`src/rtl/branch_predictor_if.sv`:
```
// Fetch-side lookup and execute-side resolution signals between the core and the predictor.
interface branch_predictor_if #(
    parameter int ADDR_W = 32,
    parameter int CNT_W  = 16
);
    logic [ADDR_W-1:0] if_pc;
    logic              pred_taken;
    logic [ADDR_W-1:0] pred_target;
    logic              ex_valid;
    logic [ADDR_W-1:0] ex_pc;
    logic              ex_is_branch;
    logic              ex_is_jump;
    logic              ex_taken;
    logic [ADDR_W-1:0] ex_target;
    logic              ex_pred_taken;
    logic [ADDR_W-1:0] ex_pred_target;
    logic              flush;
    logic [ADDR_W-1:0] redirect_pc;
    logic [CNT_W-1:0]  mispred_cnt;

    modport master (
        output if_pc, ex_valid, ex_pc, ex_is_branch, ex_is_jump, ex_taken,
               ex_target, ex_pred_taken, ex_pred_target,
        input  pred_taken, pred_target, flush, redirect_pc, mispred_cnt
    );
    modport slave (
        input  if_pc, ex_valid, ex_pc, ex_is_branch, ex_is_jump, ex_taken,
               ex_target, ex_pred_taken, ex_pred_target,
        output pred_taken, pred_target, flush, redirect_pc, mispred_cnt
    );
endinterface

```
`src/rtl/branch_predictor.sv`:
```
// Direct-mapped BTB + 2-bit counter predictor: IF lookup, EX resolution/redirect,
// table training and a saturating misprediction counter.
module branch_predictor #(
    parameter int         ENTRIES  = 16,
    parameter int         ADDR_W   = 32,
    parameter int         CNT_W    = 16,
    parameter logic [1:0] INIT_CTR = 2'b10
) (
    input  logic               i_clk,
    input  logic               i_rst,
    branch_predictor_if.slave  bp
);
    localparam int IDX_W = $clog2(ENTRIES);
    localparam int TAG_W = ADDR_W - IDX_W - 2;

    logic              r_valid  [ENTRIES];
    logic [TAG_W-1:0]  r_tag    [ENTRIES];
    logic [ADDR_W-1:0] r_target [ENTRIES];
    logic              r_jmp    [ENTRIES];
    logic [1:0]        r_ctr    [ENTRIES];
    logic [CNT_W-1:0]  r_cnt;

    logic [IDX_W-1:0] w_if_idx, w_ex_idx;
    logic [TAG_W-1:0] w_if_tag, w_ex_tag;
    logic             w_if_hit, w_ex_hit, w_ex_act, w_mispred, w_upd, w_alloc;
    logic             w_unused;

    assign w_if_idx = bp.if_pc[IDX_W+1:2];
    assign w_if_tag = bp.if_pc[ADDR_W-1:IDX_W+2];
    assign w_ex_idx = bp.ex_pc[IDX_W+1:2];
    assign w_ex_tag = bp.ex_pc[ADDR_W-1:IDX_W+2];
    assign w_unused = ^{bp.if_pc[1:0], bp.ex_pc[1:0]};

    // Lookup reads the registered tables only; a same-cycle write is seen next cycle.
    assign w_if_hit       = r_valid[w_if_idx] && (r_tag[w_if_idx] == w_if_tag);
    assign bp.pred_taken  = w_if_hit && (r_jmp[w_if_idx] || r_ctr[w_if_idx][1]);
    assign bp.pred_target = bp.pred_taken ? r_target[w_if_idx] : bp.if_pc + ADDR_W'(4);

    assign w_ex_act       = bp.ex_valid && (bp.ex_is_branch || bp.ex_is_jump);
    assign w_mispred      = (bp.ex_taken != bp.ex_pred_taken) ||
                            (bp.ex_taken && (bp.ex_target != bp.ex_pred_target));
    assign bp.flush       = w_ex_act && w_mispred;
    assign bp.redirect_pc = bp.ex_taken ? bp.ex_target : bp.ex_pc + ADDR_W'(4);

    assign w_ex_hit = r_valid[w_ex_idx] && (r_tag[w_ex_idx] == w_ex_tag);
    assign w_upd    = w_ex_act && w_ex_hit;
    assign w_alloc  = w_ex_act && !w_ex_hit && bp.ex_taken;

    always_ff @(posedge i_clk) begin
        if (i_rst) begin
            for (int i = 0; i < ENTRIES; i++) begin
                r_valid[i] <= 1'b0;
                r_ctr[i]   <= 2'b01;
            end
        end else if (w_alloc) begin
            r_valid[w_ex_idx] <= 1'b1;
            r_ctr[w_ex_idx]   <= bp.ex_is_jump ? 2'b11 : INIT_CTR;
        end else if (w_upd) begin
            if (bp.ex_taken && r_ctr[w_ex_idx] != 2'b11)
                r_ctr[w_ex_idx] <= r_ctr[w_ex_idx] + 2'd1;
            else if (!bp.ex_taken && r_ctr[w_ex_idx] != 2'b00)
                r_ctr[w_ex_idx] <= r_ctr[w_ex_idx] - 2'd1;
        end
    end

    // Payload fields are meaningless while valid=0, so they carry no reset.
    always_ff @(posedge i_clk) begin
        if (w_alloc) begin
            r_tag[w_ex_idx]    <= w_ex_tag;
            r_target[w_ex_idx] <= bp.ex_target;
            r_jmp[w_ex_idx]    <= bp.ex_is_jump;
        end else if (w_upd) begin
            r_jmp[w_ex_idx] <= bp.ex_is_jump;
            if (bp.ex_taken)
                r_target[w_ex_idx] <= bp.ex_target;
        end
    end

    always_ff @(posedge i_clk) begin
        if (i_rst)
            r_cnt <= '0;
        else if (bp.flush && !(&r_cnt))
            r_cnt <= r_cnt + CNT_W'(1);
    end

    assign bp.mispred_cnt = r_cnt;
endmodule

```
`src/flat_wrapper.sv`:
```
// flat-port wrapper written by rule: the top's interface ports become plain ports
module branch_predictor_flat 
#(
    parameter int         ENTRIES  = 16,
    parameter int         ADDR_W   = 32,
    parameter int         CNT_W    = 16,
    parameter logic [1:0] INIT_CTR = 2'b10
)
  (i_clk, i_rst, bp_if_pc, bp_ex_valid, bp_ex_pc, bp_ex_is_branch, bp_ex_is_jump, bp_ex_taken, bp_ex_target, bp_ex_pred_taken, bp_ex_pred_target, bp_pred_taken, bp_pred_target, bp_flush, bp_redirect_pc, bp_mispred_cnt);
  branch_predictor_if #(.ADDR_W(ADDR_W), .CNT_W(CNT_W)) bp_i ();
  input  logic i_clk;
  input  logic i_rst;
  input wire logic [$bits(bp_i.if_pc)-1:0] bp_if_pc;
  input wire logic [$bits(bp_i.ex_valid)-1:0] bp_ex_valid;
  input wire logic [$bits(bp_i.ex_pc)-1:0] bp_ex_pc;
  input wire logic [$bits(bp_i.ex_is_branch)-1:0] bp_ex_is_branch;
  input wire logic [$bits(bp_i.ex_is_jump)-1:0] bp_ex_is_jump;
  input wire logic [$bits(bp_i.ex_taken)-1:0] bp_ex_taken;
  input wire logic [$bits(bp_i.ex_target)-1:0] bp_ex_target;
  input wire logic [$bits(bp_i.ex_pred_taken)-1:0] bp_ex_pred_taken;
  input wire logic [$bits(bp_i.ex_pred_target)-1:0] bp_ex_pred_target;
  output wire logic [$bits(bp_i.pred_taken)-1:0] bp_pred_taken;
  output wire logic [$bits(bp_i.pred_target)-1:0] bp_pred_target;
  output wire logic [$bits(bp_i.flush)-1:0] bp_flush;
  output wire logic [$bits(bp_i.redirect_pc)-1:0] bp_redirect_pc;
  output wire logic [$bits(bp_i.mispred_cnt)-1:0] bp_mispred_cnt;
  assign bp_i.if_pc = bp_if_pc;
  assign bp_i.ex_valid = bp_ex_valid;
  assign bp_i.ex_pc = bp_ex_pc;
  assign bp_i.ex_is_branch = bp_ex_is_branch;
  assign bp_i.ex_is_jump = bp_ex_is_jump;
  assign bp_i.ex_taken = bp_ex_taken;
  assign bp_i.ex_target = bp_ex_target;
  assign bp_i.ex_pred_taken = bp_ex_pred_taken;
  assign bp_i.ex_pred_target = bp_ex_pred_target;
  assign bp_pred_taken = bp_i.pred_taken;
  assign bp_pred_target = bp_i.pred_target;
  assign bp_flush = bp_i.flush;
  assign bp_redirect_pc = bp_i.redirect_pc;
  assign bp_mispred_cnt = bp_i.mispred_cnt;
  branch_predictor #(.ENTRIES(ENTRIES), .ADDR_W(ADDR_W), .CNT_W(CNT_W), .INIT_CTR(INIT_CTR)) u_core (.i_clk(i_clk), .i_rst(i_rst), .bp(bp_i));
endmodule
```
`config.mk`:
```
export PLATFORM = sky130hd
export DESIGN_NAME = branch_predictor_flat
export DESIGN_NICKNAME = d
export VERILOG_FILES = /design/src/rtl/branch_predictor_if.sv /design/src/rtl/branch_predictor.sv /design/src/flat_wrapper.sv
export SDC_FILE = /design/constraint.sdc
export NUM_CORES = 1
export LEC_CHECK = 0
export BUFFER_PORTS_ARGS = -buffer_cell sky130_fd_sc_hd__buf_2
export CAP_MARGIN = 20
export CORE_MARGIN = 2
export CORE_UTILIZATION = 50
export CTS_CLUSTER_SIZE = 40
export DETAILED_ROUTE_END_ITERATION = 6
export PLACE_DENSITY_LB_ADDON = 0.1
export SLEW_MARGIN = 0
export SYNTH_ARGS = -nofsm -noshare
export SYNTH_HDL_FRONTEND = slang
export SYNTH_SLANG_ARGS = --single-unit
```
`constraint.sdc`:
```
create_clock -name i_clk -period 5.4 [get_ports i_clk]
set_input_delay 0.27 -clock i_clk [delete_from_list [all_inputs] [get_ports i_clk]]
set_output_delay 0.27 -clock i_clk [all_outputs]
set_load 0.03 [all_outputs]
```
* Yosys cells after proc, flatten, opt, wreduce, memory -nomap -nowiden
Memory sizes are Yosys's and may differ from the RTL's.
Cells that the tools add are included.
** Word-level totals
- Flip-flop bits (word level) :: 16
- Latch bits :: 0
- Memory bits (writable) :: 992
- Bits in read-only memories :: 0
- Bits of input ports :: 135
- Output and inout bits :: 82
- Word-level logic and storage cells :: 79
- Memories kept :: 5
** Memories
- u_core.r_target :: words 16, width 32, read ports 1, clocked after memory_dff 0, write ports 1, RTL line branch_predictor.sv:18 : logic [ADDR_W-1:0] r_target [ENTRIES];
- u_core.r_tag :: words 16, width 26, read ports 2, clocked after memory_dff 0, write ports 1, RTL line branch_predictor.sv:17 : logic [TAG_W-1:0] r_tag [ENTRIES];
- u_core.r_ctr :: words 16, width 2, read ports 2, clocked after memory_dff 0, write ports 16, RTL line branch_predictor.sv:20 : logic [1:0] r_ctr [ENTRIES];
- u_core.r_jmp :: words 16, width 1, read ports 1, clocked after memory_dff 0, write ports 1, RTL line branch_predictor.sv:19 : logic r_jmp [ENTRIES];
- u_core.r_valid :: words 16, width 1, read ports 2, clocked after memory_dff 0, write ports 16, RTL line branch_predictor.sv:16 : logic r_valid [ENTRIES];
** Operators by class
- Add/sub/neg operators :: 5
- Multipliers :: 0
- Divide/modulo/power cells :: 0
- Order comparisons :: 0
- Equality and inequality tests :: 5
- Shift operators :: 0
- Multiplexer cells :: 37
- Bitwise gates (word level) :: 4
- Reductions and logical operators :: 22
** Operators with widths (count)
- two-way mux 32 bit :: 3
- adder 32 x 3 -> 32 bit (second input constant) :: 2
- equality test 26 bit :: 2
- inequality test 32 bit :: 1
- two-way mux 1 bit :: 29
- adder 16 x 1 -> 16 bit (second input constant) :: 1
- AND reduction 16 bit :: 1
- logical AND 1 bit :: 12
- two-way mux 4 bit :: 2
- two-way mux 2 bit :: 3
- OR 1 bit :: 4
- zero test 1 bit :: 3
- logical OR 1 bit :: 3
- adder 2 x 1 -> 2 bit (second input constant) :: 1
- inequality test 2 bit (second input constant) :: 1
- nonzero test 2 bit :: 1
- OR reduction 2 bit :: 1
- subtractor 2 x 1 -> 2 bit (second input constant) :: 1
- inequality test 1 bit :: 1
- OR reduction 1 bit :: 1

* Depth between registers and ports, before layout
An unclocked memory read counts as a cell.
- Depth after elaboration :: 13
- Gate-level depth with buffers :: 17

* Least setup slack after synthesis
OpenSTA, ideal clock, no wires.
- Path kind :: input to register
- Start :: input bp_ex_pc[2]
- End :: memory u_core.r_tag[7][0] (netlist name), enable pin
- Arrival time :: 3.608 ns
- Setup slack :: 1.384 ns
- Stages :: 13
- Cell sequence :: buf_6 -> buf_8 -> buf_6 -> buf_4 -> mux4_2 -> mux2i_1 -> xnor2_1 -> nor3_1 -> o211ai_1 -> nor4_4 -> nand2b_1 -> buf_2 -> nor2_1
** On the way
- Word-level cells in the longest chain between the ends :: 8
- Elaborated cells on any way between the ends :: 9
** Ends and longest elaborated chain
- start, declared :: RTL line flat_wrapper.sv:15 : input wire logic [$bits(bp_i.ex_pc)-1:0] bp_ex_pc;
- memory (16 x 26 bit)
- equality test 26 bit :: RTL line branch_predictor.sv:45 : assign w_ex_hit = r_valid[w_ex_idx] && (r_tag[w_ex_idx] == w_ex_tag);
- logical AND 1 bit :: RTL line branch_predictor.sv:45
- zero test 1 bit :: RTL line branch_predictor.sv:47 : assign w_alloc = w_ex_act && !w_ex_hit && bp.ex_taken;
- logical AND 1 bit (2 in a row) :: RTL line branch_predictor.sv:47
- two-way mux 1 bit :: RTL line branch_predictor.sv:68 : if (w_alloc) begin
- two-way mux 1 bit (implied by the code) :: RTL line branch_predictor.sv:69 : r_tag[w_ex_idx] <= w_ex_tag;
- end, declared :: RTL line branch_predictor.sv:17
Several ways; a longest one is shown, not always the timed one.

* Final worst setup path
- Start :: input bp_if_pc[2]
- End :: output bp_pred_target[3]
** On the way
- Word-level cells in the longest chain between the ends :: 5
- Elaborated cells on any way between the ends :: 11
** Ends and longest elaborated chain
- start, declared :: RTL line flat_wrapper.sv:13 : input wire logic [$bits(bp_i.if_pc)-1:0] bp_if_pc;
- memory (16 x 26 bit)
- equality test 26 bit :: RTL line branch_predictor.sv:35 : assign w_if_hit = r_valid[w_if_idx] && (r_tag[w_if_idx] == w_if_tag);
- logical AND 1 bit :: RTL line branch_predictor.sv:35
- logical AND 1 bit :: RTL line branch_predictor.sv:36 : assign bp.pred_taken = w_if_hit && (r_jmp[w_if_idx] || r_ctr[w_if_idx][1]);
- two-way mux 32 bit (*) :: RTL line branch_predictor.sv:37 : assign bp.pred_target = bp.pred_taken ? r_target[w_if_idx] : bp.if_pc + ADDR_W'(4);
- end, declared :: RTL line flat_wrapper.sv:23 : output wire logic [$bits(bp_i.pred_target)-1:0] bp_pred_target;
Every way passes the cells marked *; elsewhere a longest branch is shown, timed or not.

==> metrics <==
WL/cell approximately 33 um; worst-path fanout max between 50 and 60; worst-case clock buffer depth 3; Worst VDD drop 0.2729 mV; register-to-register setup slack 790 ps; post-synth top area cell edfxtp_1; Post-Syn Area about 46000 um2; ys async rst share 0%; crit end category primary output; Seq/Total Area, Yosys about two thirds; Worst R2R Start u_core.r_tag[3][4]; total gr overflow 0; via count 26441; Crit Path Category in -> out; commonest non-fill, non-tap cells in the layout 976 x edfxtp_1, 367 x mux4_2, 211 x buf_2, 115 x nand2_1, 107 x clkbuf_16; Post-Syn Instances 2481; #FFs+latches synth 1008; worst skew pair latency 680 ps; DRT iter0 DRCs around 3800; I/O Pins around 220; Total Neg Setup Slack 0 ps; hold depth 1; Clock Pin Slew Worst Setup and Hold Paths 70 ps; clock sink total between 1000 and 1500; Slew @ Worst Pin about 1100 ps; Inserted Clock Buffers 103; HPWL after DPL 86710 um; Worst Setup SP bp_if_pc[2]; Pre-antenna DRT Iters 6; R2R Path End u_core.r_ctr[2][1]; Fin. Hold Viols 0; fin crit share between 80 and 90%; total power about 0.017 W; number of enable flip-flop cells after synthesis 976; skew final just over 30 ps; P_leak 17.02 nW; commonest non-fill, non-tap cell in the layout edfxtp_1; crit path to bp_pred_target[3]; CTS tree built; CTS H-Tree Depth 3; reg2reg path depth 11; Primary FF master, synth edfxtp_1; Routed WL ~130000 um; Layout Nets approximately 2900; Setup crit start kind primary input; Syn Area/Cell ~18 um2; number of global-route vias before repair 26170; Worst EP arrival about 4400 ps; PD cells 332.5 nW/um2; Synth area leaders edfxtp_1 64%, mux4_2 18%, mux2i_1 2.2%; routability cong. 0.8928; status finished clean; syn nets around 2600; WP data required between 5000 and 6000 ps; initial antenna violation count 14; count of warnings emitted by yosys 0; first-pass GRT wire length 191200 um; die area slightly above 90000 um2; Final setup viols 0; Core Area around 90000 um2; routed vias/inst ~6.6; die width slightly above 300 um; die height 305.8 um; ANT nets after route 0; RSZ-0062 raised after global routing false; area grow syn2layout 14.87%; num rows between 100 and 150; clk root buf clkbuf_16; filler cell count roughly 6700; Final min period 4645 ps; CTS resizes 0; Final Max Tran Viols 0; Max Clk Rate ~220 MHz; fraction of layout cells with a size suffix above 1 roughly a third; DRC 0; post-synth top area share between 60% and 70%; number of buffers inserted by port buffering between 200 and 250; slew margin rel. about a quarter; largest net degree at the start of global routing 97; GRT Total Usage 28.86%; Initial Utilization around half; Max-cap violations 0; Hold Path Class in -> reg; Synth cell types 66
sequential cells by signal, indices dropped and copies added, names as in the netlist:
signal	count
u_core.bp.mispred_cnt	16
u_core.r_ctr	32
u_core.r_jmp	16
u_core.r_tag	416
u_core.r_target	512
u_core.r_valid	16
cell usage after synthesis, drive strengths merged, types with 19 or more instances:
master and n:
mux4 367, xor2 90, mux2 39, a21oi 26, nand4 19, edfxtp 976
nand2b 19, xnor2 64, nor2 124, buf 84, dfxtp 32, clkbuf 74
inv 21, o21ai 57, mux2i 98, nand3 41, nand2 117
stage by stage:
| stage | utilization (%) | worst slack [ps] | hold WS (ps) | instances | instance area [um2] |
|---|---|---|---|---|---|
| finish | 58.02 | 755.1 | 29.54 | 4029 | 52300 |
| global route | 58.01 | 471.1 | 29.53 | 4025 | 52290 |
| CTS | 57.81 | 672.8 | 0.3653 | 4014 | 52120 |
| detailed placement | 53.83 | 113.1 | 472.2 | 3807 | 48530 |
| global placement | 53.63 | 202.8 | 474.3 | 3799 | 48350 |
| floorplan | - | 1384 | 368.9 | 2481 | 45530 |
per-layer routing:
layer	track usage (%)	part of all wire (%)	up-vias
li1	-	-	10817
met4	9.612	3.1	8
met1	40.74	40	13979
met2	46.09	48	1429
met3	4.908	8.3	208
met5	0	0.038	-
worst min-delay path by stage:
| stage | to | startpoint | slack [ps] |
|---|---|---|---|
| 6_report | u_core.r_target[2][12] | bp_ex_target[12] | 30 |
| 5_1_grt | u_core.r_target[2][12] | bp_ex_target[12] | 30 |
| 4_1_cts | u_core.r_target[1][9] | bp_ex_target[9] | 0.4 |
| 3_5_place_dp | u_core.r_valid[0] | u_core.r_valid[0] | 470 |
| 3_3_place_gp | u_core.r_valid[5] | u_core.r_valid[5] | 470 |
| 2_1_floorplan | u_core.r_jmp[0] | bp_ex_is_jump | 370 |
critical path, cell delays in order:
cell and delay [ps]:
buf_8 510, buf_4 330, mux4_2 500, nor2b_1 140, a211oi_1 250, a21oi_1 90, xor2_1 260, nor4_1 360
nand4_1 190, nor3_4 210, buf_4 530, mux2_2 460, buf_2 190
what timing repair did:
action | CTS | global route
buffers inserted | 0 | 0
hold endpoints to repair | 295 | 0
hold buffers | 21 | 0
setup endpoints to repair | 0 | 0
cell type report:
| cell class | instances | area (um2) | area share, % |
|---|---|---|---|
| diodes | 8 | 20.02 | 0.03828 |
| inverters | 21 | 78.83 | 0.1507 |
| clock inverters | 61 | 625.6 | 1.196 |
| flip-flops and latches | 1008 | 29950 | 57.26 |
| well taps | 1176 | 1471 | 2.813 |
| clock buffers | 125 | 2755 | 5.268 |
| multi-input cells | 1294 | 14970 | 28.62 |
| repair buffers | 336 | 2434 | 4.653 |
report_power, final:
part	switching (W)	internal [W]
combinational	0.000936	0.000568
sequential	0.0000339	0.00866
clock	0.00300	0.00419
total	0.00397	0.0134
logic make-up (layout without fill, tap and decap cells):
kind of cell	Yosys count	after routing	synth area share (%)
compound gates	221	221	3.647
xor+xnor	154	154	2.962
simple gates	407	407	4.213
other cells	0	8	0
flops	1008	1008	65.78
fa+ha+maj	8	8	0.2199
buf+inv	179	543	1.907
mux	504	504	21.27
Power figures use the tool's default switching activity.
